`src/rtl/timer_pkg.sv`:
```
// Shared definitions for the MM:SS countdown timer: state and field codes,
// BCD digit width and a binary-to-packed-BCD helper for reset constants.
package timer_pkg;

  localparam int unsigned BCD_W          = 4;
  localparam int unsigned MAX_MIN_DIGITS = 3;

  typedef enum logic [1:0] {
    ST_SETTING = 2'd0,
    ST_RUNNING = 2'd1,
    ST_PAUSED  = 2'd2,
    ST_BEEPING = 2'd3
  } state_e;

  typedef enum logic {
    FLD_MINUTES = 1'b0,
    FLD_TENSEC  = 1'b1
  } field_e;

  // Packed BCD of a binary value, digit 0 in the low nibble. Intended for
  // elaboration-time constants only (uses divide/modulo).
  function automatic logic [MAX_MIN_DIGITS*BCD_W-1:0] bin_to_bcd(input int unsigned bin);
    logic [MAX_MIN_DIGITS*BCD_W-1:0] res;
    int unsigned v;
    res = '0;
    v   = bin;
    for (int i = 0; i < MAX_MIN_DIGITS; i++) begin
      res[i*BCD_W +: BCD_W] = BCD_W'(v % 10);
      v = v / 10;
    end
    return res;
  endfunction

endpackage

```
`src/rtl/bcd_digit_down.sv`:
```
// One BCD down-counting digit. Load wins over decrement; decrementing from 0
// wraps to MAX_VAL and raises a combinational borrow for the next digit up.
module bcd_digit_down
  import timer_pkg::*;
#(
  parameter logic [BCD_W-1:0] MAX_VAL = 4'd9,
  parameter logic [BCD_W-1:0] RST_VAL = 4'd0
) (
  input  logic             i_clk,
  input  logic             i_rst_n,
  input  logic             i_load,
  input  logic [BCD_W-1:0] i_load_val,
  input  logic             i_dec,
  output logic [BCD_W-1:0] o_val,
  output logic             o_borrow
);

  logic [BCD_W-1:0] r_val;

  // Digit register: load, or decrement with wrap to MAX_VAL.
  always_ff @(posedge i_clk or negedge i_rst_n) begin
    if (!i_rst_n) begin
      r_val <= RST_VAL;
    end else if (i_load) begin
      r_val <= i_load_val;
    end else if (i_dec) begin
      r_val <= (r_val == '0) ? MAX_VAL : r_val - 1'b1;
    end
  end

  assign o_val    = r_val;
  assign o_borrow = i_dec && (r_val == '0);

endmodule

```
`src/rtl/countdown_timer_core.sv`:
```
// MM:SS countdown engine with set / run / pause / alarm states.
// Optional feature macro: TIMER_ALARM_TIMEOUT_EN -- when defined, BEEPING
// returns to SETTING (with restore) after ALARM_SECS one-second ticks.
//
// Input contract: up, dn, field_sel, start_stop and cancel are single-cycle
// pulses from debouncers; each is acted on at the edge that samples it and
// its effect is visible on the registered outputs right after that edge.
module countdown_timer_core
  import timer_pkg::*;
#(
  parameter int unsigned TICKS_PER_SEC = 100_000_000,
  parameter int unsigned MIN_DIGITS    = 2,
  parameter int unsigned DEFAULT_MINS  = 1,
  parameter int unsigned ALARM_SECS    = 30
) (
  input  logic                        CLK,
  input  logic                        RESET_N,
  input  logic                        up,
  input  logic                        dn,
  input  logic                        field_sel,
  input  logic                        start_stop,
  input  logic                        cancel,
  output logic [3:0]                  secs,
  output logic [3:0]                  ten_secs,
  output logic [4*MIN_DIGITS-1:0]     mins,
  output logic [1:0]                  state,
  output logic                        field,
  output logic                        alarm_on,
  output logic                        colon
);

  localparam int unsigned MW = BCD_W * MIN_DIGITS;
  localparam int unsigned PW = $clog2(TICKS_PER_SEC);
  localparam logic [PW-1:0] PRE_LAST = PW'(TICKS_PER_SEC - 1);
  localparam logic [PW-1:0] PRE_HALF = PW'(TICKS_PER_SEC / 2);
  localparam logic [MAX_MIN_DIGITS*BCD_W-1:0] DEF_BCD_ALL = bin_to_bcd(DEFAULT_MINS);
  localparam logic [MW-1:0] DEF_MINS = DEF_BCD_ALL[MW-1:0];

  if (TICKS_PER_SEC < 2 || MIN_DIGITS < 1 || MIN_DIGITS > 3 || ALARM_SECS < 1) begin : g_bad_params
    $error("countdown_timer_core: illegal parameter set");
  end

  state_e           r_state, w_state_nxt;
  field_e           r_field;
  logic [PW-1:0]    r_presc, w_presc_nxt;
  logic             r_alarm, r_colon, w_alarm_nxt, w_colon_nxt;
  logic [BCD_W-1:0] r_st_secs, r_st_ten;
  logic [MW-1:0]    r_st_mins;
  logic [BCD_W-1:0] w_secs, w_ten, w_ld_secs, w_ld_ten;
  logic [MW-1:0]    w_mins, w_ld_mins, w_mins_up, w_mins_dn;
  logic             w_tick, w_is_zero, w_is_one;
  logic             w_restore, w_capture, w_dec, w_edit, w_load;
  logic             w_secs_borrow, w_ten_borrow;
  logic [MIN_DIGITS-1:0] w_mborrow;
  logic             w_unused_borrow;

  assign w_tick    = (r_presc == PRE_LAST);
  assign w_is_zero = (w_secs == '0) && (w_ten == '0) && (w_mins == '0);
  assign w_is_one  = (w_secs == 4'd1) && (w_ten == '0) && (w_mins == '0);

`ifdef TIMER_ALARM_TIMEOUT_EN
  localparam int unsigned AW = $clog2(ALARM_SECS + 1);
  localparam logic [AW-1:0] ALARM_LAST = AW'(ALARM_SECS - 1);
  logic [AW-1:0] r_alarm_cnt;

  // Count one-second ticks spent in BEEPING; cleared whenever BEEPING is left or entered.
  always_ff @(posedge CLK or negedge RESET_N) begin
    if (!RESET_N) begin
      r_alarm_cnt <= '0;
    end else if (r_state != ST_BEEPING || w_state_nxt != ST_BEEPING) begin
      r_alarm_cnt <= '0;
    end else if (w_tick) begin
      r_alarm_cnt <= r_alarm_cnt + 1'b1;
    end
  end
`endif

  // State register.
  always_ff @(posedge CLK or negedge RESET_N) begin
    if (!RESET_N) r_state <= ST_SETTING;
    else          r_state <= w_state_nxt;
  end

  // Next state and action strobes; cancel > start_stop > tick > edits.
  always_comb begin
    w_state_nxt = r_state;
    w_restore   = 1'b0;
    w_capture   = 1'b0;
    w_dec       = 1'b0;
    w_edit      = 1'b0;
    case (r_state)
      ST_SETTING: begin
        if (!cancel) begin
          if (start_stop) begin
            if (!w_is_zero) begin
              w_state_nxt = ST_RUNNING;
              w_capture   = 1'b1;
            end
          end else begin
            w_edit = 1'b1;
          end
        end
      end
      ST_RUNNING: begin
        if (cancel) begin
          w_state_nxt = ST_SETTING;
          w_restore   = 1'b1;
        end else if (start_stop) begin
          w_state_nxt = ST_PAUSED;
        end else if (w_tick) begin
          w_dec = 1'b1;
          if (w_is_one) w_state_nxt = ST_BEEPING;
        end
      end
      ST_PAUSED: begin
        if (cancel) begin
          w_state_nxt = ST_SETTING;
          w_restore   = 1'b1;
        end else if (start_stop) begin
          w_state_nxt = ST_RUNNING;
        end
      end
      ST_BEEPING: begin
        if (cancel || start_stop) begin
          w_state_nxt = ST_SETTING;
          w_restore   = 1'b1;
        end
`ifdef TIMER_ALARM_TIMEOUT_EN
        else if (w_tick && r_alarm_cnt == ALARM_LAST) begin
          w_state_nxt = ST_SETTING;
          w_restore   = 1'b1;
        end
`endif
      end
      default: w_state_nxt = ST_SETTING;
    endcase
  end

  // Modular BCD +1 / -1 of the minutes field; carry/borrow out of the top digit gives the wrap.
  always_comb begin
    logic v_carry, v_borrow;
    w_mins_up = w_mins;
    w_mins_dn = w_mins;
    v_carry   = 1'b1;
    v_borrow  = 1'b1;
    for (int d = 0; d < MIN_DIGITS; d++) begin
      if (v_carry) begin
        if (w_mins[d*BCD_W +: BCD_W] == 4'd9) begin
          w_mins_up[d*BCD_W +: BCD_W] = 4'd0;
        end else begin
          w_mins_up[d*BCD_W +: BCD_W] = w_mins[d*BCD_W +: BCD_W] + 4'd1;
          v_carry = 1'b0;
        end
      end
      if (v_borrow) begin
        if (w_mins[d*BCD_W +: BCD_W] == 4'd0) begin
          w_mins_dn[d*BCD_W +: BCD_W] = 4'd9;
        end else begin
          w_mins_dn[d*BCD_W +: BCD_W] = w_mins[d*BCD_W +: BCD_W] - 4'd1;
          v_borrow = 1'b0;
        end
      end
    end
  end

  // Digit load mux: restore the captured value, or apply a single-field edit (secs cleared).
  always_comb begin
    w_load    = 1'b0;
    w_ld_secs = w_secs;
    w_ld_ten  = w_ten;
    w_ld_mins = w_mins;
    if (w_restore) begin
      w_load    = 1'b1;
      w_ld_secs = r_st_secs;
      w_ld_ten  = r_st_ten;
      w_ld_mins = r_st_mins;
    end else if (w_edit && (up ^ dn)) begin
      w_load    = 1'b1;
      w_ld_secs = 4'd0;
      if (r_field == FLD_MINUTES) begin
        w_ld_mins = up ? w_mins_up : w_mins_dn;
      end else if (up) begin
        w_ld_ten = (w_ten == 4'd5) ? 4'd0 : w_ten + 4'd1;
      end else begin
        w_ld_ten = (w_ten == 4'd0) ? 4'd5 : w_ten - 4'd1;
      end
    end
  end

  // Prescaler: zero in SETTING, frozen in PAUSED and on a pausing pulse, free-running otherwise.
  always_comb begin
    w_presc_nxt = r_presc;
    if (w_state_nxt == ST_SETTING || r_state == ST_SETTING) begin
      w_presc_nxt = '0;
    end else if ((r_state == ST_RUNNING && !start_stop) || r_state == ST_BEEPING) begin
      w_presc_nxt = w_tick ? '0 : r_presc + 1'b1;
    end
  end

  // Output decode from next state so alarm_on and colon are registered with it.
  always_comb begin
    w_alarm_nxt = (w_state_nxt == ST_BEEPING);
    w_colon_nxt = 1'b1;
    if (w_state_nxt == ST_RUNNING || w_state_nxt == ST_BEEPING) begin
      w_colon_nxt = (w_presc_nxt < PRE_HALF);
    end
  end

  // Prescaler, field select, registered outputs and the restore snapshot.
  always_ff @(posedge CLK or negedge RESET_N) begin
    if (!RESET_N) begin
      r_presc   <= '0;
      r_field   <= FLD_MINUTES;
      r_alarm   <= 1'b0;
      r_colon   <= 1'b1;
      r_st_secs <= '0;
      r_st_ten  <= '0;
      r_st_mins <= DEF_MINS;
    end else begin
      r_presc <= w_presc_nxt;
      r_alarm <= w_alarm_nxt;
      r_colon <= w_colon_nxt;
      if (w_edit && field_sel) begin
        r_field <= (r_field == FLD_MINUTES) ? FLD_TENSEC : FLD_MINUTES;
      end
      if (w_capture) begin
        r_st_secs <= w_secs;
        r_st_ten  <= w_ten;
        r_st_mins <= w_mins;
      end
    end
  end

  bcd_digit_down #(.MAX_VAL(4'd9), .RST_VAL(4'd0)) u_secs (
    .i_clk(CLK), .i_rst_n(RESET_N), .i_load(w_load), .i_load_val(w_ld_secs),
    .i_dec(w_dec), .o_val(w_secs), .o_borrow(w_secs_borrow)
  );

  bcd_digit_down #(.MAX_VAL(4'd5), .RST_VAL(4'd0)) u_ten (
    .i_clk(CLK), .i_rst_n(RESET_N), .i_load(w_load), .i_load_val(w_ld_ten),
    .i_dec(w_secs_borrow), .o_val(w_ten), .o_borrow(w_ten_borrow)
  );

  for (genvar gd = 0; gd < MIN_DIGITS; gd++) begin : g_min
    logic w_dig_dec;
    if (gd == 0) begin : g_first
      assign w_dig_dec = w_ten_borrow;
    end else begin : g_next
      assign w_dig_dec = w_mborrow[gd-1];
    end
    bcd_digit_down #(.MAX_VAL(4'd9), .RST_VAL(DEF_MINS[gd*BCD_W +: BCD_W])) u_min (
      .i_clk(CLK), .i_rst_n(RESET_N), .i_load(w_load), .i_load_val(w_ld_mins[gd*BCD_W +: BCD_W]),
      .i_dec(w_dig_dec), .o_val(w_mins[gd*BCD_W +: BCD_W]), .o_borrow(w_mborrow[gd])
    );
  end

  // The value never decrements below 00:00, so the top minute borrow is dead.
  assign w_unused_borrow = w_mborrow[MIN_DIGITS-1];

  assign secs     = w_secs;
  assign ten_secs = w_ten;
  assign mins     = w_mins;
  assign state    = r_state;
  assign field    = r_field;
  assign alarm_on = r_alarm;
  assign colon    = r_colon;

endmodule

```
`config.mk`:
```
export PLATFORM = sky130hd
export DESIGN_NAME = countdown_timer_core
export DESIGN_NICKNAME = d
export VERILOG_FILES = /design/src/rtl/timer_pkg.sv /design/src/rtl/bcd_digit_down.sv /design/src/rtl/countdown_timer_core.sv
export SDC_FILE = /design/constraint.sdc
export NUM_CORES = 1
export LEC_CHECK = 0
export CORE_MARGIN = 4
export CORE_UTILIZATION = 40
export CTS_CLUSTER_SIZE = 28
export DETAILED_ROUTE_END_ITERATION = 12
export GPL_TIMING_DRIVEN = 0
export REMOVE_ABC_BUFFERS = 1
export SLEW_MARGIN = 30
export SYNTH_ARGS = -nofsm -noshare
export SYNTH_HDL_FRONTEND = slang
export SYNTH_SLANG_ARGS = --single-unit
```
`constraint.sdc`:
```
create_clock -name CLK -period 5.1 [get_ports CLK]
set_clock_uncertainty 0.05 [all_clocks]
set_input_delay 0.765 -clock CLK [delete_from_list [all_inputs] [get_ports CLK]]
set_output_delay 0.765 -clock CLK [all_outputs]
set_load 0.01 [all_outputs]
```
==> flow_metrics.py, run 1 <==
metrics = {
    "yosys": {
        "yosysUniqueCellTypes": 67,
        "yosysSeqAreaShare_pct": 39.7,
        "synth_edf_count": 0,
        "yosysTopAreaCellShare_pct": 37.7,
        "avgSynthCellArea_sq_um": 8.91,
        "netlist_area_sq_um": 4050,
        "synthTopCellsByArea": "dfrtp_1, nor2_1, xnor2_1",
        "ys_ff_latch": 64,
        "yosysWarnings": 0,
        "synth.largest_area_cell": "dfrtp_1",
        "synth-main-ff-cell": "dfrtp_1",
        "synthArstFlopShare_pct": 100,
        "netlist_instances": 454,
    },
    "run": {
        "drv_cap": 0,
    },
    "die": {
        "die_y_um": 109,
        "die_area_sq_um": 11800,
        "io_pins": 28,
        "die_w_um": 109,
        "coreArea_sq_um": 9820,
        "start_util_pct": 41.2,
        "rows": 36,
    },
    "global_route": {
        "first_global_vias": 3205,
        "grt_max_degree": 37,
        "grt_overflow": 0,
        "grt_pass1_wl_um": 15800,
        "antenna_found_initial": 0,
        "grt_usage_pct": 16.8,
    },
    "power": {
        "comb_power_share_pct": 36.4,
        "finalPower_mw": 2.03,
        "power_frac_clock_pct": 24.5,
        "p_switching_mw": 0.774,
        "p_seq_share_pct": 39.2,
        "sw_frac_of_total_pct": 38.2,
        "p_int_mw": 1.25,
        "powerDensity_nw_per_um2": 442,
        "p_leak_nw": 1.82,
        "peakVddDrop_mv": 0.252,
    },
    "setup_path": {
        "endpoint_kind": "flip-flop",
        "crit_chain": "clkdlybuf4s50_1 > and2b_1 > o21ai_0 > nor4_1 > xnor2_1 > or4b_1 > o221ai_1 > and4_1 > o21ai_1",
        "startpoint_type": "input port",
        "arrival_ns": 3.57,
        "crit_required_ns": 5.31,
        "cp_slowest_cell": "clkdlybuf4s50_1",
        "cp_top_family": "simple AND/OR/NAND/NOR gates",
        "path_buf_inv": 1,
        "crit_fanout": 7,
        "path_class": "in2reg",
        "cpPeakStageDelay_ns": 0.55,
    },
    "sta": {
        "setup_viol": 0,
        "finalMaxSlewViolations": 0,
        "fmax_ghz": 0.298,
        "finalHoldViolations": 0,
        "tightest_slew_ns": 0.823,
        "period_minus_slack_ns": 3.36,
        "fin_crit_sh_pct": 65.8,
        "slew_headroom_pct": 45.0,
        "rsz0062_at_grt": "no",
        "tns_ns": 0,
    },
    "clock_network": {
        "cts_resized": 0,
        "cts.sinks": 64,
        "cts_hold_buf": 0,
        "root_buffer": "clkbuf_8",
        "clkSlewWorstSetupHoldPaths_ns": 0.06,
        "post-cts-setup-buffers": 0,
        "htreeDepth": 3,
        "numCtsBuffers": 9,
        "clk_path_buf_depth": 2,
        "clkLatencyLatePin_ns": 0.35,
        "cts_tree": "built",
    },
    "status": {
        "status": "completed",
    },
    "routing": {
        "via_per_inst": 5.59,
        "vias": 3361,
        "routed_wirelength_um": 9330,
        "drt-met1-wl_um": 4430,
        "detail_route.wl_per_cell_um": 15.5,
        "drc": 0,
        "top_layer_used": "met4",
        "drtAntennaViolNets": 0,
        "wl_met2_um": 4400,
        "drtIter0Drc": 131,
        "drt_pass1_iterations": 4,
        "wl_met3_um": 359,
    },
    "finish": {
        "layout_common_cells": "dfrtp_1, nor2_1, nand2_1",
        "finalNetCount": 476,
        "final_common_cell": "dfrtp_1",
        "drive_gt1_share_pct": 11.1,
        "syn_to_final_growth_pct": 13.4,
        "final_cells": 601,
        "fin_util_pct": 46.7,
        "n_antenna_cell": 0,
    },
    "placement": {
        "place_hpwl_um": 6430,
        "dp.cells": 586,
        "port-buffer-count": 27,
        "gp_congestion": 0.796,
    },
    "hold_path": {
        "hp-class": "in2async",
    },
}
==> power groups by stage <==
stage | Combinational (mW) | Sequential (mW) | Clock, mW
2_1_floorplan | 0.467 | 0.789 | 0
3_3_place_gp | 0.730 | 0.798 | 0
3_5_place_dp | 0.743 | 0.800 | 0
4_1_cts | 0.748 | 0.793 | 0.511
5_1_grt | 0.816 | 0.819 | 0.538
6_report | 0.737 | 0.795 | 0.496
==> registers in the layout, summed over array words and instances (netlist names) <==
register           cells
u_ten.o_val            4
r_st_mins              8
r_presc               27
state                  2
r_st_ten               4
colon                  1
g_min.u_min.o_val      8
field                  1
u_secs.o_val           4
alarm_on               1
r_st_secs              4
==> final cells by class <==
type                       instances  area [sq um]
inverter                          16          60.1
clock inverter                     3          65.1
timing repair buffer              28           288
fill                            1009          5230
clock buffer                      12           155
multi-input combinational        345          2250
tap                              133           166
sequential                        64          1610
==> synth_stat cells (2+ instances only) <==
library cell,n
nand2_1,37
and2_1,6
dfrtp_1,61
nand3_1,17
nor3b_1,2
nor4b_1,3
o21a_1,3
a311o_1,2
nand4_1,14
nor2_1,47
nor4_1,4
o31ai_1,2
nand2b_1,2
nand3_2,2
nor3_1,19
clkbuf_1,20
a311oi_1,2
ha_1,5
dfstp_2,3
buf_2,4
nand4b_1,3
a31oi_1,12
mux2_2,13
nor2b_1,5
o21ai_0,27
xnor2_1,17
or3_1,2
clkbuf_2,2
o31a_1,2
a22oi_1,2
nor2_4,10
xor2_1,14
a21oi_1,21
o2111ai_1,4
inv_1,16
o21bai_1,2
and3_1,10
buf_6,2
a21o_1,5
and4_1,3
==> worst reg2reg max path, stage by stage (launching register included) <==
cell and delay [ns]:
dfrtp_1 0.42, inv_1 0.15, ha_1 0.29, and2b_1 0.24, o21ai_0 0.18, nor4_1 0.48, xnor2_1 0.21, or4b_1 0.55
o221ai_1 0.20, and4_1 0.22, o21ai_1 0.07
==> worst paths after layout <==
kind                                           endpoint    startpoint  slack [ns]  cells past startpoint
worst max-delay path                              colon    start_stop        1.74                      9
worst min-delay path                        r_presc[22]       RESET_N        0.30                      1
worst max register to register                    colon      state[1]        1.96                     10
worst min register to register  g_min[1].u_min.o_val[1]  r_st_mins[5]        0.42                      1
max in group asynchronous                  r_st_mins[0]       RESET_N        4.11                      2
min in group CLK                g_min[1].u_min.o_val[1]  r_st_mins[5]        0.42                      1
==> per-stage QoR <==
step | hold WS, ns | cell area (sq um) | worst slack [ns]
floorplan | 0.394 | 3910 | 2.47
global placement | 0.400 | 4350 | 1.02
detailed placement | 0.409 | 4370 | 1.39
CTS | 0.292 | 4590 | 1.75
global route | 0.305 | 4590 | 1.55
finish | 0.296 | 4590 | 1.74
==> metal layers <==
metal	GRT usage, %	up-vias
met5	0	-
met4	4.69	0
met3	5.49	11
met2	27.4	73
met1	21.4	1634
li1	-	1643
==> cell families (layout without fill, tap and decap cells) <==
group	Yosys count	in the layout	share of synthesized area (%)
AOI/OAI and AO/OA	99	99	16.3
DFF	64	64	39.7
and+or+nand+nor	196	196	27.1
xor gates and xnor gates	31	31	6.71
adders and majority gates	5	5	1.55
buffers and inverters	45	59	4.83
muxes	14	14	3.87
(Power assumes the default switching activity.)
==> inputs of run 2 (changes only) <==
==> constraint.sdc (replaced) <==
create_clock -name CLK -period 3.2 [get_ports CLK]
set_clock_uncertainty 0.05 [all_clocks]
set_input_delay 0.48 -clock CLK [delete_from_list [all_inputs] [get_ports CLK]]
set_output_delay 0.48 -clock CLK [all_outputs]
set_load 0.01 [all_outputs]
==> run 2 against run 1 <==
Net effect:
- combinational power is 61% higher
- register-to-register slack worse by 1.8 ns
- via count is 0.27% lower
- global-route usage stayed put
- clock-buffer cell count stayed put
==> flow_metrics.py, run 2 (synthesized netlist as in run 1, its figures left out) <==
metrics = {
    "setup_path": {
        "startpoint_type": "input port",
        "endpoint_kind": "flip-flop",
        "crit_required_ns": 3.42,
        "crit_path_start": "start_stop",
        "path_class": "in2reg",
        "r2r_start": "state[1]",
        "crit_fanout": 7,
        "arrival_ns": 3.27,
    },
    "global_route": {
        "first_global_vias": 3205,
        "grt_overflow": 0,
        "antenna_found_initial": 0,
        "grt_usage_pct": 16.8,
        "grt_max_degree": 37,
        "grt_pass1_wl_um": 15800,
    },
    "die": {
        "rows": 36,
        "coreArea_sq_um": 9820,
        "die_w_um": 109,
        "start_util_pct": 41.2,
        "die_area_sq_um": 11800,
        "die_y_um": 109,
        "io_pins": 28,
    },
    "clock_network": {
        "clk_path_buf_depth": 2,
        "cts_resized": 0,
        "htreeDepth": 3,
        "clkLatencyLatePin_ns": 0.35,
        "post-cts-setup-buffers": 0,
        "clkSlewWorstSetupHoldPaths_ns": 0.06,
        "root_buffer": "clkbuf_8",
        "cts_tree": "built",
        "numCtsBuffers": 9,
        "cts_hold_buf": 0,
        "cts.sinks": 64,
    },
    "placement": {
        "place_hpwl_um": 6430,
        "dpl_cell_area_sq_um": 4370,
        "port-buffer-count": 27,
        "placement.setup.worst_slack_ns": -0.223,
        "gp_congestion": 0.796,
    },
    "routing": {
        "drtAntennaViolNets": 0,
        "vias": 3352,
        "drt-met1-wl_um": 4370,
        "routed_wirelength_um": 9370,
        "top_layer_used": "met4",
        "drc": 0,
        "wl_met3_um": 417,
        "via_per_inst": 5.58,
        "drt_pass1_iterations": 4,
        "drtIter0Drc": 120,
        "detail_route.wl_per_cell_um": 15.6,
        "wl_met2_um": 4450,
    },
    "finish": {
        "drive_gt1_share_pct": 12.0,
        "design_area_sq_um": 4620,
        "fin_util_pct": 47.0,
        "final_common_cell": "dfrtp_1",
        "largest_reg_flops": 27,
        "finalNetCount": 476,
        "syn_to_final_growth_pct": 14.1,
        "n_antenna_cell": 0,
        "largest_register": "r_presc",
        "layout_common_cells": "dfrtp_1, nor2_1, nand2_1",
    },
    "status": {
        "status": "completed",
    },
    "sta": {
        "slew_headroom_pct": 45.0,
        "setup_viol": 0,
        "rsz0062_at_grt": "yes",
        "layout_setup_ws_ns": 0.150,
        "tightest_slew_ns": 0.823,
        "fmax_ghz": 0.328,
        "finalMaxSlewViolations": 0,
        "period_minus_slack_ns": 3.05,
        "finalHoldViolations": 0,
        "fin_crit_sh_pct": 95.3,
    },
    "power": {
        "p_leak_nw": 1.82,
        "powerDensity_nw_per_um2": 704,
        "peakVddDrop_mv": 0.403,
        "finalPower_mw": 3.25,
    },
    "hold_path": {
        "hp-class": "in2async",
    },
    "run": {
        "drv_cap": 0,
    },
}
-- run 2: power by group --
group	leakage, nW	internal, mW	switching [mW]
sequential	0.823	0.998	0.270
clock	0.112	0.476	0.315
combinational	0.883	0.530	0.659
total	1.82	2.00	1.24
-- run 2: final timing paths --
kind	slack, ns	depth (start not counted)	endpoint
hold reg to reg	0.42	1	g_min[1].u_min.o_val[1]
min in group CLK	0.42	1	g_min[1].u_min.o_val[1]
max in group asynchronous	2.50	2	r_st_mins[0]
setup / recovery	0.15	9	colon
hold / removal	0.009	1	r_presc[22]
setup reg to reg	0.15	10	colon
-- run 2: routing by layer --
layer | GRT usage (%) | up-vias
met5 | 0 | -
li1 | - | 1642
met3 | 5.49 | 11
met4 | 4.69 | 0
met2 | 27.4 | 59
met1 | 21.4 | 1640
-- run 2: through the flow --
step                instances  TNS (ns)  hold WS (ns)
global placement          585    -38.05         0.400
floorplan                 425         0         0.134
global route              601   -0.0593        0.0203
CTS                       601         0       0.00698
finish                    601         0       0.00885
detailed placement        586    -0.437         0.385
-- run 2: layout make-up --
class | count | area [sq um]
clock buffer | 12 | 155
clock inverter | 3 | 65.1
multi-input combinational | 345 | 2280
sequential | 64 | 1610
timing repair buffer | 28 | 288
inverter | 16 | 60.1
fill | 1002 | 5200
tap | 133 | 166
-- run 2: worst max-delay path, cell delays in order --
cell	delay [ns]
clkdlybuf4s50_1	0.63
and2b_1	0.27
o2111ai_1	0.51
nor3_1	0.13
xnor2_1	0.22
or4b_1	0.53
o221ai_1	0.20
and4_1	0.22
o21ai_1	0.07
==> inputs of run 3 (changes only) <==
--- a/config.mk
+++ b/config.mk
@@ -11,6 +11,7 @@
 export DETAILED_ROUTE_END_ITERATION = 12
 export GPL_TIMING_DRIVEN = 0
 export REMOVE_ABC_BUFFERS = 1
+export SETUP_SLACK_MARGIN = 0.1
 export SLEW_MARGIN = 30
 export SYNTH_ARGS = -nofsm -noshare
 export SYNTH_HDL_FRONTEND = slang
==> run 3 against run 2 <==
Net effect:
- critical path depth stayed put
- worst hold slack hardly changed
- clock-buffer cell count stayed put
- die area stayed put
- critical path type unchanged
- critical endpoint unchanged
==> flow_metrics.py, run 3 (synthesized netlist as in run 1, its figures left out) <==
metrics = {
    "finish": {
        "syn_to_final_growth_pct": 14.3,
        "largest_reg_flops": 27,
        "finalNetCount": 476,
        "n_antenna_cell": 0,
        "largest_register": "r_presc",
        "layout_common_cells": "dfrtp_1, nor2_1, nand2_1",
        "register_area_sq_um": 1610,
        "multi_input_area_sq_um": 2280,
        "fill_cells": 1001,
        "final_common_cell": "dfrtp_1",
        "drive_gt1_share_pct": 12.2,
    },
    "clock_network": {
        "clkLatencyLatePin_ns": 0.35,
        "cts_tree": "built",
        "numCtsBuffers": 9,
        "cts_hold_buf": 0,
        "post-cts-setup-buffers": 0,
        "htreeDepth": 3,
        "cts.sinks": 64,
        "clkSlewWorstSetupHoldPaths_ns": 0.06,
        "clk_path_buf_depth": 2,
        "root_buffer": "clkbuf_8",
    },
    "sta": {
        "period_minus_slack_ns": 3.05,
        "fmax_ghz": 0.327,
        "setup_viol": 0,
        "rsz0062_at_grt": "yes",
        "finalHoldViolations": 0,
        "tns_ns": 0,
        "fin_crit_sh_pct": 95.4,
        "slew_headroom_pct": 44.6,
        "hold_slack_ns": 0.00926,
        "tightest_slew_ns": 0.830,
        "finalMaxSlewViolations": 0,
    },
    "power": {
        "powerDensity_nw_per_um2": 703,
        "p_leak_nw": 1.82,
        "peakVddDrop_mv": 0.403,
    },
    "global_route": {
        "antenna_found_initial": 0,
        "grt_pass1_wl_um": 15800,
        "first_global_vias": 3207,
        "grt_usage_pct": 16.8,
        "grt_overflow": 0,
        "grt_max_degree": 37,
    },
    "placement": {
        "port-buffer-count": 27,
        "gp_congestion": 0.796,
        "place_hpwl_um": 6430,
    },
    "routing": {
        "detail_route.wl_per_cell_um": 15.6,
        "drt_pass1_iterations": 4,
        "via_per_inst": 5.55,
        "drtAntennaViolNets": 0,
        "drc": 0,
        "drtIter0Drc": 116,
        "vias": 3333,
        "routed_wirelength_um": 9350,
    },
    "die": {
        "die_y_um": 109,
        "coreArea_sq_um": 9820,
        "io_pins": 28,
        "die_area_sq_um": 11800,
        "rows": 36,
        "die_w_um": 109,
        "start_util_pct": 41.2,
    },
    "setup_path": {
        "crit_required_ns": 3.41,
        "endpoint_kind": "flip-flop",
        "path_class": "in2reg",
        "arrival_ns": 3.27,
        "startpoint_type": "input port",
        "crit_fanout": 7,
    },
    "hold_path": {
        "hp-class": "in2async",
    },
    "run": {
        "drv_cap": 0,
    },
    "status": {
        "status": "completed",
    },
}
run 3: cell types whose count changed in the layout (fill, tap and decap cells not counted):
cell and delta:
nor3b_1 -1, nor3b_2 +1
run 3: power by group:
group          total (mW)  switching, mW  internal, mW
clock               0.790          0.313         0.476
sequential           1.27          0.273         0.998
combinational        1.19          0.658         0.531
run 3: through the flow:
step	power (mW)	instances	setup WS, ns	cell area [sq um]	utilization (%)
5_1_grt	3.48	601	-0.0593	4620	47.1
2_1_floorplan	2.00	425	0.584	3910	-
3_5_place_dp	2.46	586	-0.223	4370	44.5
6_report	3.25	601	0.146	4620	47.1
3_3_place_gp	2.43	585	-0.591	4350	44.3
4_1_cts	3.27	601	0.0755	4600	46.8
run 3: layout make-up:
cell class / instances / share of cell area [%]
multi-input combinational: 345 / 49.4
sequential: 64 / 34.7
timing repair buffer: 28 / 6.23
tap: 133 / 3.60
clock buffer: 12 / 3.36
clock inverter: 3 / 1.41
inverter: 16 / 1.30
run 3: final timing paths:
kind	start	end	slack [ns]	depth (start not counted)
hold / removal	RESET_N	r_presc[22]	0.009	1
setup reg to reg	state[1]	colon	0.15	10
hold reg to reg	r_st_mins[5]	g_min[1].u_min.o_val[1]	0.42	1
setup / recovery	start_stop	colon	0.15	9
max in group asynchronous	RESET_N	r_st_mins[0]	2.50	2
min in group CLK	r_st_mins[5]	g_min[1].u_min.o_val[1]	0.42	1
run 3: per-layer routing:
metal / track usage [%] / wire [um] / vias up
met5: 0 / 0 / -
met4: 4.69 / 152 / 0
met3: 5.49 / 333 / 10
met2: 27.4 / 4400 / 53
met1: 21.4 / 4470 / 1628
li1: - / - / 1642
run 3: timing repair:
action	CTS	global route
pin swaps	0	1
resized for setup	2	4
setup endpoints to repair	2	21
run 3: worst max-delay path, cell delays in order:
cell and delay, ns:
clkdlybuf4s50_1 0.63, and2b_1 0.27, o2111ai_1 0.51, nor3_1 0.13
xnor2_1 0.22, or4b_1 0.53, o221ai_1 0.20, and4_1 0.22
o21ai_1 0.07
